File: config.mk
export PLATFORM = sky130hd
export DESIGN_NAME = shift_add_mac
export DESIGN_NICKNAME = d
export VERILOG_FILES = /design/src/rtl/shift_add_mac.sv
export SDC_FILE = /design/constraint.sdc
export NUM_CORES = 1
export LEC_CHECK = 0
export ABC_AREA = 1
export BUFFER_PORTS_ARGS = -buffer_cell sky130_fd_sc_hd__buf_4
export CAP_MARGIN = 20
export CORE_UTILIZATION = 59
export DETAILED_ROUTE_END_ITERATION = 10
export HOLD_SLACK_MARGIN = 0.03
export PLACE_DENSITY = 0.86
export SETUP_SLACK_MARGIN = 0.05
export SLEW_MARGIN = 10
export SYNTH_ARGS = -nofsm -noshare
export SYNTH_HDL_FRONTEND = slang
export SYNTH_SLANG_ARGS = --single-unit
File: constraint.sdc
create_clock -name clk -period 2 [get_ports clk]
set_input_delay 0.2 -clock clk [delete_from_list [all_inputs] [get_ports clk]]
set_output_delay 0.2 -clock clk [all_outputs]
set_load 0.005 [all_outputs]
File: src/rtl/shift_add_mac.sv
// shift_add_mac: sequential unsigned shift-and-add multiply-accumulate.
// One multiplier bit per RUN cycle; product folds into a persistent accumulator.
module shift_add_mac #(
    parameter int N          = 16,
    parameter int ACC_BITS   = 40,
    parameter int EARLY_EXIT = 1
) (
    input  logic                clk,
    input  logic                reset_n,
    input  logic                in_valid,
    output logic                in_ready,
    input  logic [N-1:0]        a,
    input  logic [N-1:0]        b,
    input  logic                acc_clear,
    output logic                out_valid,
    output logic [ACC_BITS-1:0] acc,
    output logic                overflow,
    output logic                busy
);

    localparam int CW = (N > 1) ? $clog2(N) : 1;
    localparam logic [CW-1:0] CNT_LAST = CW'(N - 1);
    localparam int PAD = ACC_BITS + 1 - 2 * N;

    typedef enum logic [1:0] {
        IDLE,
        RUN,
        DONE
    } state_t;

    state_t          state;
    logic [2*N-1:0]  mcand;
    logic [N-1:0]    mplier;
    logic [CW-1:0]   cnt;
    logic [ACC_BITS:0] sum;
    logic            last;

    // Extra top bit of the sum is the carry out of the accumulator MSB.
    assign sum = {1'b0, acc} + {{PAD{1'b0}}, mcand};

    // Final RUN cycle: all N bits consumed, or nothing left to add.
    assign last = (cnt == CNT_LAST) ||
                  ((EARLY_EXIT != 0) && ((mplier >> 1) == '0));

    assign in_ready = (state == IDLE);
    assign busy     = (state != IDLE);

    // Control FSM and datapath registers.
    always_ff @(posedge clk or negedge reset_n) begin
        if (!reset_n) begin
            state     <= IDLE;
            mcand     <= '0;
            mplier    <= '0;
            cnt       <= '0;
            acc       <= '0;
            overflow  <= 1'b0;
            out_valid <= 1'b0;
        end else begin
            case (state)
                IDLE: begin
                    out_valid <= 1'b0;
                    if (acc_clear) begin
                        acc      <= '0;
                        overflow <= 1'b0;
                    end
                    if (in_valid) begin
                        mcand  <= {{N{1'b0}}, a};
                        mplier <= b;
                        cnt    <= '0;
                        state  <= RUN;
                    end
                end
                RUN: begin
                    if (mplier[0]) begin
                        acc <= sum[ACC_BITS-1:0];
                        if (sum[ACC_BITS]) begin
                            overflow <= 1'b1;
                        end
                    end
                    mcand  <= mcand << 1;
                    mplier <= mplier >> 1;
                    cnt    <= cnt + 1'b1;
                    if (last) begin
                        state     <= DONE;
                        out_valid <= 1'b1;
                    end
                end
                DONE: begin
                    out_valid <= 1'b0;
                    state     <= IDLE;
                end
                default: begin
                    out_valid <= 1'b0;
                    state     <= IDLE;
                end
            endcase
        end
    end

endmodule

==> results.tsv, run 1 <==
stage	metric	value	unit
finish	Register Area	2405	um^2
floorplanning	Die ar.	11570	um^2
floorplanning	row count	38	
worst_setup_path	CP Launch Type	flop	
outcome	status	finished with violations	
clock_tree	Sink Count	96	
sta	fin. max-slew vios	0	
worst_setup_path	worst endpoint required time	2.29	ns
pwr	VDD IR max	1.197	mV
placed_design	worst slack at placement	-0.1334	ns
clock_tree	deepest clock path buffer count	2	
grt	first-pass GRT wire length	31550	um
sta	crit path time final	2.001	ns
finish	Layout Utilization	84.78	%
sta	worst hold slack	0.05923	ns
sta	Fin Setup TNS	-0.001498	ns
sta	RSZ-0062 raised after global routing	true	
worst_setup_path	launch point of the worst path	mcand[19]	
sta	skew final	0.01472	ns
sta	Max-Slew Margin vs Limit	52.88	%
placed_design	DP Wirelength	14930	um
synth	ys async rst share	100.0	%
synth	top_reg_cell synth	dfrtp_1	
sta	Final Cycle Share	100.1	%
detailed_routing	vias per std cell	5.830	
synth	register area share after synthesis	36.52	%
clock_tree	H-tree depth	3	
synth	top-area cell type share of the netlist area	36.52	%
grt	pin count of the biggest net entering global routing	68	
grt	antenna violations before repair	0	
finish	Final Instance Area	9190	um^2
worst_setup_path	Most common cell on crit path	nand2_1	
finish	Layout fillers	626	
detailed_routing	Pre-Repair DR Iteration Count	7	
detailed_routing	ANT nets after route	0	
detailed_routing	violation count after the first detailed-route iteration	912	
finish	area of the multi-input gates	4392	um^2
worst_setup_path	critical path type	reg -> reg	
worst_hold_path	launch point of the worst hold path	in_valid	
synth	syn avg cell area	6.802	um^2
placed_design	routability-driven placement congestion ratio	1.001	
placed_design	placed cell count	1242	
grt	total gr overflow	0	
grt	vias in the first global route	6583	
synth	ranking of synthesized cells by area	dfrtp_1 (37%), nand2_1 (17%), inv_1 (9.4%), ha_1 (6.3%), nor2_1 (5.0%)	
floorplanning	core region area	10840	um^2
synth	Yosys warnings	0	
floorplanning	Initial Util	60.68	%
worst_setup_path	CP arrival	2.30	ns
worst_setup_path	CP max stage delay	0.43	ns
floorplanning	Die Ht	107.6	um
finish	layout cells sized above 1	33.65	%
flow_run	Max-Cap Viols	0	
synth	Post-synth top cells	nand2_1 (296), inv_1 (164), dfrtp_1 (96), nor2_1 (88), a21oi_1 (52)	
placed_design	DP Area	7840	um^2
sta	setup slack after layout	-0.001498	ns
worst_setup_path	crit-path cells	ha_4 -> nand2_1 -> inv_2 -> nand2_1 -> nand2_1 -> nand2_1 -> nand2_1 -> a21oi_1 -> nand2_4 -> a21oi_2 -> nor2_1	
finish	ant diodes	0	
detailed_routing	# DRC	0	
finish	Layout Nets	1209	
detailed_routing	routed wire length	22370	um
pwr	Pleak	4.673	nW
synth	Cells after Synth	967	
worst_setup_path	critical path peak fanout	5	
clock_tree	CTS buffer count	9	
detailed_routing	per-cell routed wire length	17.42	um
sta	hold violation total from the final report	0	
clock_tree	Reg clk slew, reported paths	0.10	ns
sta	final setup vio count	1	
synth	biggest area consumer among synthesized cells	dfrtp_1	
outcome	failing checks	setup timing	
synth	distinct cell type count after synthesis	36	
worst_setup_path	slowest CP cell	dfrtp_1	
finish	final cell count without fillers	1284	
placed_design	Port Buf Inserts	79	
synth	Post-synth EDFFs	0	
finish	Synth-to-Final Area Change	39.72	%
sta	Peak Freq	499.6	MHz
detailed_routing	via count	7486	
grt	Tot GR Track Use	35.56	%
synth	syn_nets	1037	
sta	worst-margin pin slew	0.7058	ns
pwr	Pwr Density	1747	nW/um^2
pwr	Tot Pwr	16.06	mW
synth	#FFs+latches synth	96	
floorplanning	die width	107.6	um
synth	most frequent cell after synthesis	nand2_1	
clock_tree	root buffer cell	clkbuf_8	
worst_hold_path	worst hold path class	in -> reg	
worst_setup_path	reg-to-reg critical path startpoint	mcand[19]	
worst_setup_path	CP endpoint kind	flop	
synth	Mapped Area	6578	um^2
clock_tree	CTS tree	yes	
clock_tree	Worst-Skew Late Latency	0.40	ns
floorplanning	Top Ports	80	
[critical path: cells and delay by family, from the launching register on]
family,cells,cell delay (ns)
AO/OA/AOI/OAI,2,0.37
adder cells (fa/ha/maj),1,0.28
buffers and inverters,1,0.08
flip-flops,1,0.43
AND/OR/NAND/NOR,7,0.74
[cell usage in the layout, fill, tap and decap left out, types with 2 or more instances in the layout]
cell type / instances
nand3_2: 9
dfrtp_2: 2
nand2_1: 232
a221oi_1: 29
o21ai_0: 26
inv_2: 13
o21ai_1: 11
o21a_1: 3
nor2_1: 65
xnor2_1: 3
inv_1: 153
nand4_1: 4
ha_4: 30
nor3_1: 37
nor2_4: 14
clkbuf_8: 9
buf_4: 181
dlygate4sd3_1: 2
clkinv_4: 2
o21bai_4: 2
nand2_4: 15
a21oi_2: 15
nand2_2: 55
a21oi_4: 3
o22ai_1: 16
ha_1: 2
nand3_1: 29
nor4_1: 5
dfrtp_1: 94
nor2_2: 17
o21bai_1: 2
nand3_4: 5
nor3_2: 3
inv_6: 2
a21oi_1: 34
nand3b_1: 5
o31ai_1: 2
[power by group]
group | total, mW | switching, mW | leakage, nW | internal [mW]
logic | 11.4 | 6.58 | 3.39 | 4.81
registers | 3.41 | 0.716 | 1.19 | 2.69
clock network | 1.25 | 0.780 | 0.0931 | 0.473
[cells by family after synthesis]
family	count (synthesis)	synth area share, %
AOI/OAI and AO/OA	147	13.73
xor gates and xnor gates	4	0.5327
adders and majority gates	34	6.582
buffers and inverters	191	11.34
DFF	96	36.52
and+or+nand+nor	495	31.29
[final timing paths]
kind,end,cells after the start,slack [ns]
worst min register to register,out_valid,1,0.52
min in group asynchronous,acc[6],2,0.22
worst max-delay path,acc[32],11,-0.001
worst max register to register,acc[32],11,-0.001
worst min-delay path,mplier[15],3,0.06
max in group asynchronous,acc[23],3,1.10
[per-layer routing]
metal	part of all wire (%)	vias up	routed length (um)	GRT usage (%)
met2	46	410	10400	55.49
met3	9.1	72	2037	5.085
li1	-	3461	-	-
met5	0	-	0	0
met1	41	3543	9271	50.62
met4	3.0	0	669	11.64
[sequential cells by signal, summed over array words and instances, names as in the netlist]
| signal | cells |
|---|---|
| mcand | 32 |
| acc | 40 |
| overflow | 1 |
| mplier | 16 |
| out_valid | 1 |
| cnt | 4 |
| state | 2 |
[area by class of cell]
class / instances / area share, %
flip-flops and latches: 96 / 26.17
repair buffers: 185 / 15.34
multi-input cells: 680 / 47.79
clock inverters: 6 / 0.5582
well taps: 140 / 1.906
inverters: 167 / 6.848
clock buffers: 10 / 1.389
[repair_timing]
| action | CTS | global route |
|---|---|---|
| setup endpoints to repair | 26 | 31 |
| endpoints found under the hold margin | 71 | 0 |
| setup buffers | 3 | 21 |
| gates resized for setup | 51 | 167 |
| pin swaps | 7 | 40 |
| hold buffers | 2 | 0 |
Power figures use the tool's default switching activity.
==> run 2, diff against run 1 <==
--- a/config.mk
+++ b/config.mk
@@ -8,10 +8,11 @@
 export ABC_AREA = 1
 export BUFFER_PORTS_ARGS = -buffer_cell sky130_fd_sc_hd__buf_4
 export CAP_MARGIN = 20
-export CORE_UTILIZATION = 59
+export CORE_UTILIZATION = 61
+export CTS_BUF_LIST = sky130_fd_sc_hd__clkbuf_8
 export DETAILED_ROUTE_END_ITERATION = 10
 export HOLD_SLACK_MARGIN = 0.03
-export PLACE_DENSITY = 0.86
+export PLACE_DENSITY = 0.88
 export SETUP_SLACK_MARGIN = 0.05
 export SLEW_MARGIN = 10
 export SYNTH_ARGS = -nofsm -noshare
==> run 2 against run 1 <==
  * The flow still finishes with violations (setup timing)
  * Die area fell by 3.2%
  * First-iteration DRC count increased by 35%
  * Maximum frequency down 4.5%
  * Power increased by 6.3%
  * Critical path depth grew 2
  * Final area up 2.2%
  * Non-clock buffer count fell by 4
  * Register-to-register slack worse by 0.09 ns
  * Clock-buffer cell count down 1
  * Wire length up 13%
  * Worst hold slack lost 0.0041 ns
  * Critical path type unchanged
  * Critical endpoint is now acc[30]
  * Largest cell class unchanged
==> results.tsv, run 2 (synthesized netlist as in run 1, its figures left out) <==
stage	metric	value	unit	change
worst_setup_path	CP arrival	2.41	ns	+0.11 ns
sta	setup slack after layout	-0.09503	ns	-0.09353 ns
placed_design	DP Area	7782	um^2	-0.73%
floorplanning	Top Ports	80		unchanged
worst_setup_path	setup slack, reg-to-reg	-0.1	ns	-0.09 ns
finish	most frequent cells in the layout	nand2_1 (220), buf_4 (173), inv_1 (152)		
clock_tree	Sink Count	96		unchanged
outcome	status	finished with violations		
finish	Layout Nets	1205		-0.33%
floorplanning	die width	105.8	um	-1.6%
placed_design	DP Wirelength	14510	um	-2.8%
detailed_routing	violation count after the first detailed-route iteration	1233		+35%
clock_tree	Worst-Skew Late Latency	0.41	ns	about the same
worst_setup_path	slowest CP cell	dfrtp_1		
sta	crit path time final	2.095	ns	+0.09353 ns
placed_design	worst slack at placement	-0.1499	ns	-0.01644 ns
placed_design	routability-driven placement congestion ratio	1.049		+4.8%
finish	Synth-to-Final Area Change	42.78	%	
worst_setup_path	Most common cell on crit path	nand2_2		
pwr	Pwr Density	1817	nW/um^2	+4.0%
worst_hold_path	worst hold path class	in -> reg		
floorplanning	row count	37		-2.6%
sta	Final Cycle Share	104.8	%	+4.7 points
floorplanning	Die Ht	105.8	um	-1.6%
sta	hold violation total from the final report	0		unchanged
floorplanning	Initial Util	63.43	%	+2.8 points
finish	layout cells sized above 1	36.40	%	+2.7 points
sta	Peak Freq	477.3	MHz	-4.5%
worst_setup_path	CP endpoint kind	flop		
worst_hold_path	launch point of the worst hold path	b[15]		
detailed_routing	ANT nets after route	0		unchanged
flow_run	Max-Cap Viols	0		unchanged
detailed_routing	vias per std cell	6.235		+6.9%
sta	fin. max-slew vios	0		unchanged
floorplanning	core region area	10370	um^2	-4.3%
clock_tree	deepest clock path buffer count	2		unchanged
outcome	failing checks	setup timing		
detailed_routing	per-cell routed wire length	19.76	um	+13%
worst_setup_path	reg-to-reg critical path startpoint	acc[0]		
grt	Tot GR Track Use	37.66	%	+2.1 points
placed_design	Port Buf Inserts	79		unchanged
clock_tree	CTS tree	yes		
detailed_routing	routed wire length	25220	um	+13%
detailed_routing	# DRC	0		unchanged
worst_setup_path	worst endpoint required time	2.31	ns	+0.02 ns
grt	first-pass GRT wire length	32910	um	+4.3%
worst_setup_path	critical path peak fanout	3		-2
sta	skew final	0.03149	ns	+0.01677 ns
sta	worst hold slack	0.05514	ns	-0.004087 ns
worst_setup_path	CP Launch Type	flop		
pwr	VDD IR max	1.147	mV	-4.2%
floorplanning	Die ar.	11200	um^2	-3.2%
finish	Layout fillers	467		-25%
clock_tree	H-tree depth	3		unchanged
clock_tree	CTS buffer count	9		unchanged
finish	commonest non-fill, non-tap cell in the layout	nand2_1		
detailed_routing	Pre-Repair DR Iteration Count	10		+3
detailed_routing	via count	7956		+6.3%
finish	Final Instance Area	9392	um^2	+2.2%
clock_tree	Reg clk slew, reported paths	0.12	ns	+0.02 ns
finish	ant diodes	0		unchanged
worst_setup_path	crit-path cells	ha_2 -> fa_2 -> nand3_4 -> nor2_4 -> inv_2 -> nand3_4 -> nand3_2 -> nand2_2 -> nand2_2 -> nand2_2 -> nand2_1 -> nand2_1 -> o21ai_1		
worst_setup_path	CP max stage delay	0.42	ns	about the same
grt	pin count of the biggest net entering global routing	58		-15%
clock_tree	root buffer cell	clkbuf_8		
grt	vias in the first global route	6824		+3.7%
worst_setup_path	critical path type	reg -> reg		
finish	max FFs per register	40		unchanged
sta	Max-Slew Margin vs Limit	52.98	%	+0.10 points
sta	final setup vio count	12		+11
finish	biggest regs	acc x40, mcand x32, mplier x16		
grt	antenna violations before repair	0		unchanged
sta	RSZ-0062 raised after global routing	true		
finish	Layout Utilization	90.56	%	+5.8 points
worst_setup_path	launch point of the worst path	acc[0]		
sta	worst-margin pin slew	0.7045	ns	-0.001272 ns
pwr	Pleak	4.783	nW	+2.4%
grt	total gr overflow	0		unchanged
finish	Reg with most FFs	acc		
==> run 2: final timing paths <==
kind                                    to  depth (start not counted)
worst max-delay path               acc[30]                         13
worst min-delay path            mplier[15]                          3
worst max register to register     acc[30]                         13
worst min register to register      cnt[0]                          1
max in group asynchronous          acc[25]                          3
min in group asynchronous           acc[4]                          2
==> run 2: stage by stage <==
stage	power, mW	cells	TNS (ns)
final	17.06	1276	-0.5606
after global routing	17.86	1276	-1.851
after global placement	11.20	1231	-0.5438
after CTS	13.61	1251	0
after floorplan	8.264	967	0
after detailed placement	11.39	1231	-0.9534
==> run 2: layer usage <==
layer	routed length, um	vias up	track usage, %
met4	1364	0	11.41
met1	9416	3700	53.37
li1	-	3459	-
met3	2875	163	6.184
met2	11560	634	59.15
met5	0	-	0
==> run 2: area by class of cell <==
cell class,count,area (um^2),share of cell area (%)
Multi-Input combinational cell,680,4564,48.60
Sequential cell,96,2404,25.59
Timing Repair Buffer,181,1405,14.96
Inverter,167,626.9,6.675
Tap cell,136,170.2,1.812
Clock buffer,9,123.9,1.319
Clock inverter,7,97.59,1.039
==> run 2: critical path, delay by kind of cell, from the launching register on <==
kind,cells,cell delay (ns)
and+or+nand+nor,9,0.71
adders and majority gates,2,0.63
DFF,1,0.42
AOI/OAI and AO/OA,1,0.17
buffers and inverters,1,0.07
==> run 2: where the power goes <==
group	total, mW	switching (mW)	internal (mW)
sequential	3.42	0.733	2.69
combinational	12.2	7.22	4.94
clock	1.48	0.863	0.620
total	17.1	8.82	8.24
==> run 2: timing repair <==
| action | in CTS | in global routing |
|---|---|---|
| hold buffers | 1 | 0 |
| endpoints found under the setup margin | 28 | 32 |
| endpoints found under the hold margin | 40 | 0 |
| pin swaps | 12 | 83 |
| gates resized for setup | 60 | 205 |
| buffers inserted | 4 | 28 |
==> run 3, diff against run 2 <==
--- a/config.mk
+++ b/config.mk
@@ -8,6 +8,7 @@
 export ABC_AREA = 1
 export BUFFER_PORTS_ARGS = -buffer_cell sky130_fd_sc_hd__buf_4
 export CAP_MARGIN = 20
+export CORE_ASPECT_RATIO = 1.25
 export CORE_UTILIZATION = 61
 export CTS_BUF_LIST = sky130_fd_sc_hd__clkbuf_8
 export DETAILED_ROUTE_END_ITERATION = 10
==> run 3 against run 2 <==
  * The run still ends with setup timing left
  * Clock power fell by 3%
  * Sequential cell count unchanged
  * Largest power group unchanged
  * Critical path depth shrank 2
  * Sequential power up 2%
  * Highest routed layer unchanged
  * Maximum frequency is 14% lower
  * Power grew 5.4%
==> results.tsv, run 3 (synthesized netlist as in run 1, its figures left out) <==
stage	metric	value	unit	change
worst_setup_path	CP Launch Type	flop		
pwr	Pleak	4.862	nW	+1.6%
finish	Layout Nets	1224		+1.6%
grt	vias in the first global route	7259		+6.4%
worst_setup_path	setup slack, reg-to-reg	-0.45	ns	-0.35 ns
floorplanning	Initial Util	62.27	%	-1.2 points
sta	fin. max-slew vios	0		unchanged
placed_design	routability-driven placement congestion ratio	1.010		-3.7%
floorplanning	core region area	10560	um^2	+1.9%
floorplanning	Top Ports	80		unchanged
worst_setup_path	critical path peak fanout	5		+2
finish	area of the multi-input gates	4598	um^2	+0.74%
detailed_routing	ANT nets after route	0		unchanged
pwr	combinational power share	72.7	%	+1.4 points
grt	first-pass GRT wire length	33150	um	+0.73%
grt	antenna violations before repair	0		unchanged
pwr	Psw	9.423	mW	+6.9%
worst_setup_path	worst endpoint required time	2.32	ns	about the same
sta	skew final	0.01547	ns	-0.01602 ns
finish	commonest non-fill, non-tap cell in the layout	nand2_1		
clock_tree	H-tree depth	3		unchanged
detailed_routing	Pre-Repair DR Iteration Count	9		-1
worst_setup_path	CP arrival	2.77	ns	+0.36 ns
detailed_routing	# DRC	0		unchanged
grt	Tot GR Track Use	38.72	%	+1.1 points
outcome	failing checks	setup timing		
placed_design	placed cell count	1252		+1.7%
placed_design	Port Buf Inserts	79		unchanged
floorplanning	Die ar.	11200	um^2	about the same
floorplanning	row count	42		+14%
worst_setup_path	Most common cell on crit path	nand2_1		
clock_tree	Sink Count	96		unchanged
worst_setup_path	critical path type	reg -> reg		
clock_tree	CTS buffer count	9		unchanged
worst_setup_path	slowest CP cell	dfrtp_1		
finish	most frequent cells in the layout	nand2_1 (211), buf_4 (187), inv_1 (153)		
worst_setup_path	CP max stage delay	0.45	ns	+0.03 ns
finish	Register Area	2405	um^2	about the same
worst_setup_path	CP endpoint kind	flop		
detailed_routing	violation count after the first detailed-route iteration	984		-20%
floorplanning	Die Ht	118.1	um	+12%
finish	final cell count without fillers	1291		+1.2%
sta	setup slack after layout	-0.4479	ns	-0.3529 ns
finish	Layout fillers	479		+2.6%
worst_hold_path	worst hold path class	in -> reg		
floorplanning	die width	94.88	um	-10%
finish	Synth-to-Final Area Change	45.56	%	
detailed_routing	routed wire length	28390	um	+13%
pwr	clock power share	7.9	%	-0.8 points
placed_design	DP Area	7978	um^2	+2.5%
sta	RSZ-0062 raised after global routing	true		
grt	pin count of the biggest net entering global routing	64		+10%
worst_setup_path	Largest delay share family, worst path	compound AO/OA/AOI/OAI gates		
placed_design	DP Wirelength	15310	um	+5.5%
sta	Final Cycle Share	122.4	%	+18 points
worst_setup_path	worst path bufs/invs	2		+1
pwr	Sw Ratio	52.39	%	+0.71 points
finish	max FFs per register	40		unchanged
detailed_routing	via count	8370		+5.2%
detailed_routing	vias per std cell	6.483		+4.0%
finish	biggest regs	acc x40, mcand x32, mplier x16		
sta	hold violation total from the final report	0		unchanged
sta	worst-margin pin slew	0.6428	ns	-0.06173 ns
pwr	Flop pwr share	19.4	%	-0.6 points
clock_tree	CTS tree	yes		
flow_run	Max-Cap Viols	0		unchanged
pwr	Pint	8.565	mW	+3.9%
sta	crit path time final	2.448	ns	+0.3529 ns
sta	Max-Slew Margin vs Limit	57.09	%	+4.1 points
clock_tree	Reg clk slew, reported paths	0.12	ns	about the same
clock_tree	deepest clock path buffer count	2		unchanged
finish	Reg with most FFs	acc		
sta	Peak Freq	408.5	MHz	-14%
clock_tree	Worst-Skew Late Latency	0.41	ns	about the same
clock_tree	root buffer cell	clkbuf_8		
finish	layout cells sized above 1	38.40	%	+2.0 points
pwr	VDD IR max	2.327	mV	+100%
worst_setup_path	crit-path cells	ha_4 -> nand2_1 -> nand2_1 -> inv_1 -> nand2_1 -> o21bai_1 -> inv_1 -> nand2_4 -> o21ai_2 -> nand2_1 -> o21ai_2		
outcome	status	finished with violations		
pwr	Pwr Density	1879	nW/um^2	+3.4%
detailed_routing	per-cell routed wire length	21.99	um	+11%
finish	Layout Utilization	90.64	%	about the same
finish	ant diodes	0		unchanged
finish	Final Instance Area	9574	um^2	+1.9%
sta	final setup vio count	28		+16
grt	total gr overflow	0		unchanged
## run 3: changes by cell type in the layout (fill, tap and decap cells not counted), sizes merged
cell,previous run,this run
buf,180,199
clkinvlp,0,1
clkinv,3,0
inv,170,172
## run 3: final cells by class
class	count	area share (%)
Clock buffer	9	1.294
Clock inverter	7	0.8756
Inverter	167	6.600
Multi-Input combinational cell	680	48.03
Sequential cell	96	25.12
Tap cell	132	1.725
Timing Repair Buffer	200	16.36
## run 3: worst reg2reg max path: stages, from the launching register on
cell and delay, ns:
dfrtp_1 0.45, ha_4 0.30, nand2_1 0.10, nand2_1 0.13, inv_1 0.24, nand2_1 0.16, o21bai_1 0.23, inv_1 0.12
nand2_4 0.10, o21ai_2 0.15, nand2_1 0.10, o21ai_2 0.27
## run 3: power groups by stage
stage | clock [mW] | sequential (mW) | combinational (mW)
2_1_floorplan | 0 | 3.14 | 5.12
3_3_place_gp | 0 | 3.16 | 8.45
3_5_place_dp | 0 | 3.20 | 8.63
4_1_cts | 1.38 | 3.27 | 9.29
5_1_grt | 1.50 | 3.52 | 13.7
6_report | 1.43 | 3.48 | 13.1
## run 3: final timing paths
kind,from,to,depth (start not counted)
worst max-delay path,acc[17],acc[18],11
worst min-delay path,b[15],mplier[15],3
max in group asynchronous,reset_n,mcand[1],3
worst max register to register,acc[17],acc[18],11
min in group asynchronous,reset_n,acc[35],2
worst min register to register,out_valid,out_valid,1
## run 3: through the flow
step | hold slack (ns) | setup WS (ns) | power (mW) | TNS [ns]
after global routing | 0.08172 | -0.5597 | 18.68 | -5.764
final | 0.05218 | -0.4479 | 17.99 | -3.556
after floorplan | -0.09559 | 0.07627 | 8.264 | 0
after detailed placement | 0.1034 | -0.2536 | 11.82 | -1.294
after CTS | 0.04512 | 0.01839 | 13.94 | 0
after global placement | 0.1030 | -0.2299 | 11.61 | -0.7172
## run 3: what timing repair did
action | in CTS | in global routing
hold buffers | 1 | 0
pin swaps | 4 | 90
endpoints found under the hold margin | 62 | 0
resized for setup | 52 | 235
setup buffers | 2 | 20
setup endpoints to repair | 32 | 34
## run 3: layer usage
layer / up-vias / global-route usage [%] / wire (um)
met4: 0 / 26.70 / 2893
met1: 3838 / 41.39 / 9097
met2: 741 / 68.97 / 12930
met5: - / 0 / 0
met3: 313 / 4.457 / 3474
li1: 3478 / - / -
